===== config.mk =====
export PLATFORM = sky130hd
export DESIGN_NAME = fp_op_sequencer
export DESIGN_NICKNAME = d
export VERILOG_FILES = /design/src/rtl/fp_op_sequencer.sv
export SDC_FILE = /design/constraint.sdc
export NUM_CORES = 1
export LEC_CHECK = 0
export ABC_AREA = 0
export ABC_CLOCK_PERIOD_IN_PS = 4600
export CORE_UTILIZATION = 46
export DETAILED_ROUTE_END_ITERATION = 8
export GPL_TIMING_DRIVEN = 0
export PLACE_DENSITY = 0.85
export SYNTH_ARGS = -nofsm -noshare
export SYNTH_HDL_FRONTEND = slang
export SYNTH_SLANG_ARGS = --single-unit
export TNS_END_PERCENT = 100

===== constraint.sdc =====
create_clock -name clk -period 4.6 [get_ports clk]
set_input_delay 0.92 -clock clk [delete_from_list [all_inputs] [get_ports clk]]
set_output_delay 0.92 -clock clk [all_outputs]
set_load 0.1 [all_outputs]

===== src/rtl/fp_op_sequencer.sv =====
// fp_op_sequencer: runs one FP command at a time through the register memory
// and an external FP ALU (read operands, issue, wait for result, write back).
module fp_op_sequencer #(
   parameter int unsigned ADDR_W  = 5,
   parameter int unsigned DATA_W  = 32,
   parameter int unsigned OP_W    = 3,
   parameter int unsigned TIMEOUT = 64,
   parameter int unsigned CNT_W   = 16
) (
   input  logic              clk,
   input  logic              rst,
   input  logic              cmd_valid,
   output logic              cmd_ready,
   input  logic [OP_W-1:0]   cmd_op,
   input  logic [ADDR_W-1:0] cmd_src1,
   input  logic [ADDR_W-1:0] cmd_src2,
   input  logic [ADDR_W-1:0] cmd_dst,
   output logic              mem_rd_en,
   output logic [ADDR_W-1:0] mem_rd_addr1,
   output logic [ADDR_W-1:0] mem_rd_addr2,
   input  logic [DATA_W-1:0] mem_rd_data1,
   input  logic [DATA_W-1:0] mem_rd_data2,
   output logic              mem_wr_en,
   output logic [ADDR_W-1:0] mem_wr_addr,
   output logic [DATA_W-1:0] mem_wr_data,
   output logic              alu_valid,
   input  logic              alu_ready,
   output logic [OP_W-1:0]   alu_op,
   output logic [DATA_W-1:0] alu_a,
   output logic [DATA_W-1:0] alu_b,
   input  logic              alu_res_valid,
   input  logic [DATA_W-1:0] alu_res,
   output logic              busy,
   output logic              done,
   output logic              timeout_err,
   input  logic              err_clr,
   output logic [CNT_W-1:0]  cmd_count
);

   typedef enum logic [2:0] {
      S_IDLE,
      S_READ,
      S_CAPT,
      S_ISSUE,
      S_WAIT,
      S_WRITE
   } state_t;

   localparam logic [CNT_W-1:0] TMO_LAST = CNT_W'(TIMEOUT - 1);

   state_t           state_q;
   state_t           state_nx;
   logic [OP_W-1:0]  op_q;
   logic [CNT_W-1:0] timer_q;
   logic             cmd_hs;
   logic             timeout_hit;

   assign cmd_hs      = (state_q == S_IDLE) && cmd_valid;
   assign timeout_hit = (state_q == S_WAIT) && !alu_res_valid && (timer_q == TMO_LAST);

   // State register
   always_ff @(posedge clk or negedge rst) begin
      if (!rst) state_q <= S_IDLE;
      else      state_q <= state_nx;
   end

   // Next-state decode
   always_comb begin
      state_nx = state_q;
      case (state_q)
         S_IDLE:  if (cmd_valid) state_nx = S_READ;
         S_READ:  state_nx = S_CAPT;
         S_CAPT:  state_nx = S_ISSUE;
         S_ISSUE: if (alu_ready) state_nx = S_WAIT;
         S_WAIT: begin
            if (alu_res_valid)     state_nx = S_WRITE;
            else if (timeout_hit)  state_nx = S_IDLE;
         end
         S_WRITE: state_nx = S_IDLE;
         default: state_nx = S_IDLE;
      endcase
   end

   // Strobes are registered from the next state so they line up with the state register
   always_ff @(posedge clk or negedge rst) begin
      if (!rst) begin
         cmd_ready <= 1'b1;
         busy      <= 1'b0;
         mem_rd_en <= 1'b0;
         alu_valid <= 1'b0;
         mem_wr_en <= 1'b0;
         done      <= 1'b0;
      end else begin
         cmd_ready <= (state_nx == S_IDLE);
         busy      <= (state_nx != S_IDLE);
         mem_rd_en <= (state_nx == S_READ);
         alu_valid <= (state_nx == S_ISSUE);
         mem_wr_en <= (state_nx == S_WRITE);
         done      <= (state_nx == S_WRITE);
      end
   end

   // Command, operand and result latches
   always_ff @(posedge clk or negedge rst) begin
      if (!rst) begin
         op_q         <= '0;
         mem_rd_addr1 <= '0;
         mem_rd_addr2 <= '0;
         mem_wr_addr  <= '0;
         alu_op       <= '0;
         alu_a        <= '0;
         alu_b        <= '0;
         mem_wr_data  <= '0;
      end else begin
         if (cmd_hs) begin
            op_q         <= cmd_op;
            mem_rd_addr1 <= cmd_src1;
            mem_rd_addr2 <= cmd_src2;
            mem_wr_addr  <= cmd_dst;
         end
         if (state_q == S_CAPT) begin
            alu_op <= op_q;
            alu_a  <= mem_rd_data1;
            alu_b  <= mem_rd_data2;
         end
         if ((state_q == S_WAIT) && alu_res_valid) mem_wr_data <= alu_res;
      end
   end

   // WAIT timer: runs only while waiting, zero everywhere else
   always_ff @(posedge clk or negedge rst) begin
      if (!rst)                   timer_q <= '0;
      else if (state_q == S_WAIT) timer_q <= timer_q + 1'b1;
      else                        timer_q <= '0;
   end

   // Sticky timeout flag; a same-cycle clear beats the set
   always_ff @(posedge clk or negedge rst) begin
      if (!rst)             timeout_err <= 1'b0;
      else if (err_clr)     timeout_err <= 1'b0;
      else if (timeout_hit) timeout_err <= 1'b1;
   end

   // Completed write-back counter, bumps together with the done pulse
   always_ff @(posedge clk or negedge rst) begin
      if (!rst)                        cmd_count <= '0;
      else if (state_nx == S_WRITE)    cmd_count <= cmd_count + 1'b1;
   end

endmodule


==> flow_metrics.tcl <==
set metrics [dict create \
    status "completed" \
    cp_slowest_cell "clkdlybuf4s50_1" \
    syn2layout_area_growth_pct 54.6 \
    h-tree-depth 4 \
    dpl_worst_slack_ns 1.96 \
    min_period_over_period 0.652 \
    postCtsResizedCells 0 \
    fmax_ghz 0.333 \
    wire_per_inst_um 17.7 \
    async_reset_ff_frac 1.00 \
    rsz0062_at_grt "false" \
    cts_max_path_buffers 2 \
    worst_setup_path_end_kind "primary output" \
    row_count 42 \
    nNetsFinal 888 \
    cp.arrival_ns 2.08 \
    ys_warn_count 0 \
    diodes 0 \
    synth.avg_cell_area_um2 12.8 \
    hpwl_um 12500 \
    clock-sinks 158 \
    drt-pass1-iter-count 4 \
    port_buffers 256 \
    finalSetupViolations 0 \
    cts_root_buf "clkbuf_16" \
    die-area_um2 14100 \
    synth_top_area_share 0.627 \
    clk_latency_ns 0.42 \
    critPathKind "reg2out" \
    finalMaxSlewViolations 0 \
    yosys-top-cells-area "dfrtp_1 63%, mux2_2 15%, nand2_1 6.4%" \
    ant_nets 0 \
    num_vias 4750 \
    seq_area_frac_synth 0.631 \
    synth_most_common_cell "dfrtp_1" \
    holdPathEnd "timer_q[0]" \
    drc 0 \
    start_util 0.473 \
    antenna_found_initial 0 \
    holdPathStages 1 \
    synthTopCellsByCount "157 x dfrtp_1, 107 x nand2_1, 85 x mux2_2, 18 x nor2_1, 16 x xor2_1" \
    cts-buffers-inserted 17 \
    finalInstanceArea_um2 9690 \
    die_w_um 119 \
    gp_congestion 0.861 \
    gr-total-overflow 0 \
    ys_ff_latch 158 \
    tightest_slew_ns 1.06 \
    cts_tree "yes" \
    path_buf_inv 1 \
    cts.clk_slew.worst_paths_ns 0.06 \
    setup_slack_ns 1.60 \
    grt_max_degree 82 \
    viasPerCell 4.98 \
    period_needed_ns 3.00 \
    design.core.area_um2 13200 \
    synth_edf_count 0 \
    netlist_area_um2 6270 \
    max_cap_violations 0 \
    worstHoldStart "timer_q[0]" \
    hold_class "reg2reg" \
    crit_path_start_kind "register" \
    placed_cell_area_um2 9080 \
    cp_top_family "buffers and inverters" \
    synthCells 490 \
    grt_pass1_vias 4979 \
    ys.flop_type "dfrtp_1" \
    rr_startpoint "state_q[0]" \
    fin_util 0.732 \
    max-slew-margin-rel 0.294 \
    cts_setup_buffers 0 \
    grt_usage 0.254 \
    cp_cell_sequence "clkdlybuf4s50_1" \
    fin_skew_ns 0.00802 \
    syn-num-nets 612 \
    finalHoldViolations 0 \
    drt-initial-drc-count 253 \
    cpPeakStageDelay_ns 1.18 \
    worstPathRequired_ns 3.68 \
    totalWireLength_um 16800 \
    synth_cell_types 41 \
    r2r-end "alu_a[10]" \
    die_y_um 119 \
    yosysTopAreaCell "dfrtp_1" \
    worst-path-max-fanout 6 \
    ios 257 \
    worstRegToRegCells 5 \
    drive_gt1_frac 0.188 \
    regToRegSetupSlack_ns 2.67 \
    holdBufCountCts 0 \
    grt_pass1_wl_um 26900 \
]
[how the worst max path moves through the flow]
stage | depth (start not counted) | end | start | slack (ns)
global route | 1 | cmd_count[8] | cmd_count[8] | 1.56
finish | 1 | cmd_count[7] | cmd_count[7] | 1.60
detailed placement | 5 | op_q[1] | cmd_valid | 1.96
floorplan | 4 | cmd_count[13] | cmd_count[5] | 2.32
CTS | 1 | cmd_ready | cmd_ready | 1.59
global placement | 1 | alu_a[24] | rst | -3.39
[worst reg2reg max path, stage by stage, from the launching register on]
cell and delay, ns:
dfrtp_1 0.36, buf_2 0.18, nor3_2 0.36, buf_2 0.32, buf_4 0.24, mux2_2 0.36
[placed cells by master (no fill, tap or decap), types with 2 or more instances in the layout]
master / instances
a21oi_1: 3
and2_1: 3
and3_1: 7
and4_1: 3
buf_2: 14
buf_4: 7
buf_6: 2
bufinv_16: 4
clkbuf_1: 4
clkbuf_16: 17
clkbuf_8: 3
clkdlybuf4s50_1: 255
clkinv_2: 3
dfrtp_1: 157
ha_1: 2
inv_1: 2
mux2_2: 85
nand2_1: 107
nand3_1: 12
nand4_1: 8
nor2_1: 18
nor3_1: 3
nor3_2: 2
nor4_1: 2
nor4_4: 2
o21ai_0: 4
or4_1: 3
xnor2_1: 11
xor2_1: 16
[layout make-up]
cell class	count	area, um^2
clock inverters	7	135
multi-input cells	305	2160
plain buffers	24	141
well taps	176	220
clock buffers	23	478
flip-flops and latches	158	3960
inverters	3	11.3
fillers	884	3550
repair buffers	257	2590
[kinds of logic after synthesis]
| family | after synthesis | share of synthesized area |
|---|---|---|
| flops | 158 | 0.631 |
| compound gates | 13 | 0.0132 |
| buf+inv | 27 | 0.0243 |
| xor+xnor | 27 | 0.0377 |
| fa+ha+maj | 2 | 0.00399 |
| mux | 85 | 0.153 |
| simple gates | 178 | 0.137 |
[metal layers]
metal / vias to the layer above / track usage / routed length (um)
met5: - / 0 / 0
met1: 2341 / 0.291 / 6640
met4: 0 / 0.0949 / 372
met2: 181 / 0.447 / 8810
li1: 2199 / - / -
met3: 29 / 0.0729 / 1010
[state kept, by name, indices dropped and copies added, names as in the netlist, 5 cells and up]
name and count:
alu_a 32, alu_b 32, mem_wr_addr 5, mem_wr_data 32, timer_q 16, mem_rd_addr1 5, mem_rd_addr2 5, cmd_count 16
[stage by stage]
stage | TNS, ns | hold WS, ns | instances
after floorplan | 0 | 0.424 | 490
after global placement | -532.04 | 0.438 | 922
after detailed placement | 0 | 0.450 | 923
after CTS | 0 | 0.462 | 953
after global routing | 0 | 0.488 | 953
final | 0 | 0.464 | 953
Power is not shown: default switching activity piles up to over one toggle a cycle in this logic, so the estimate is an artifact.
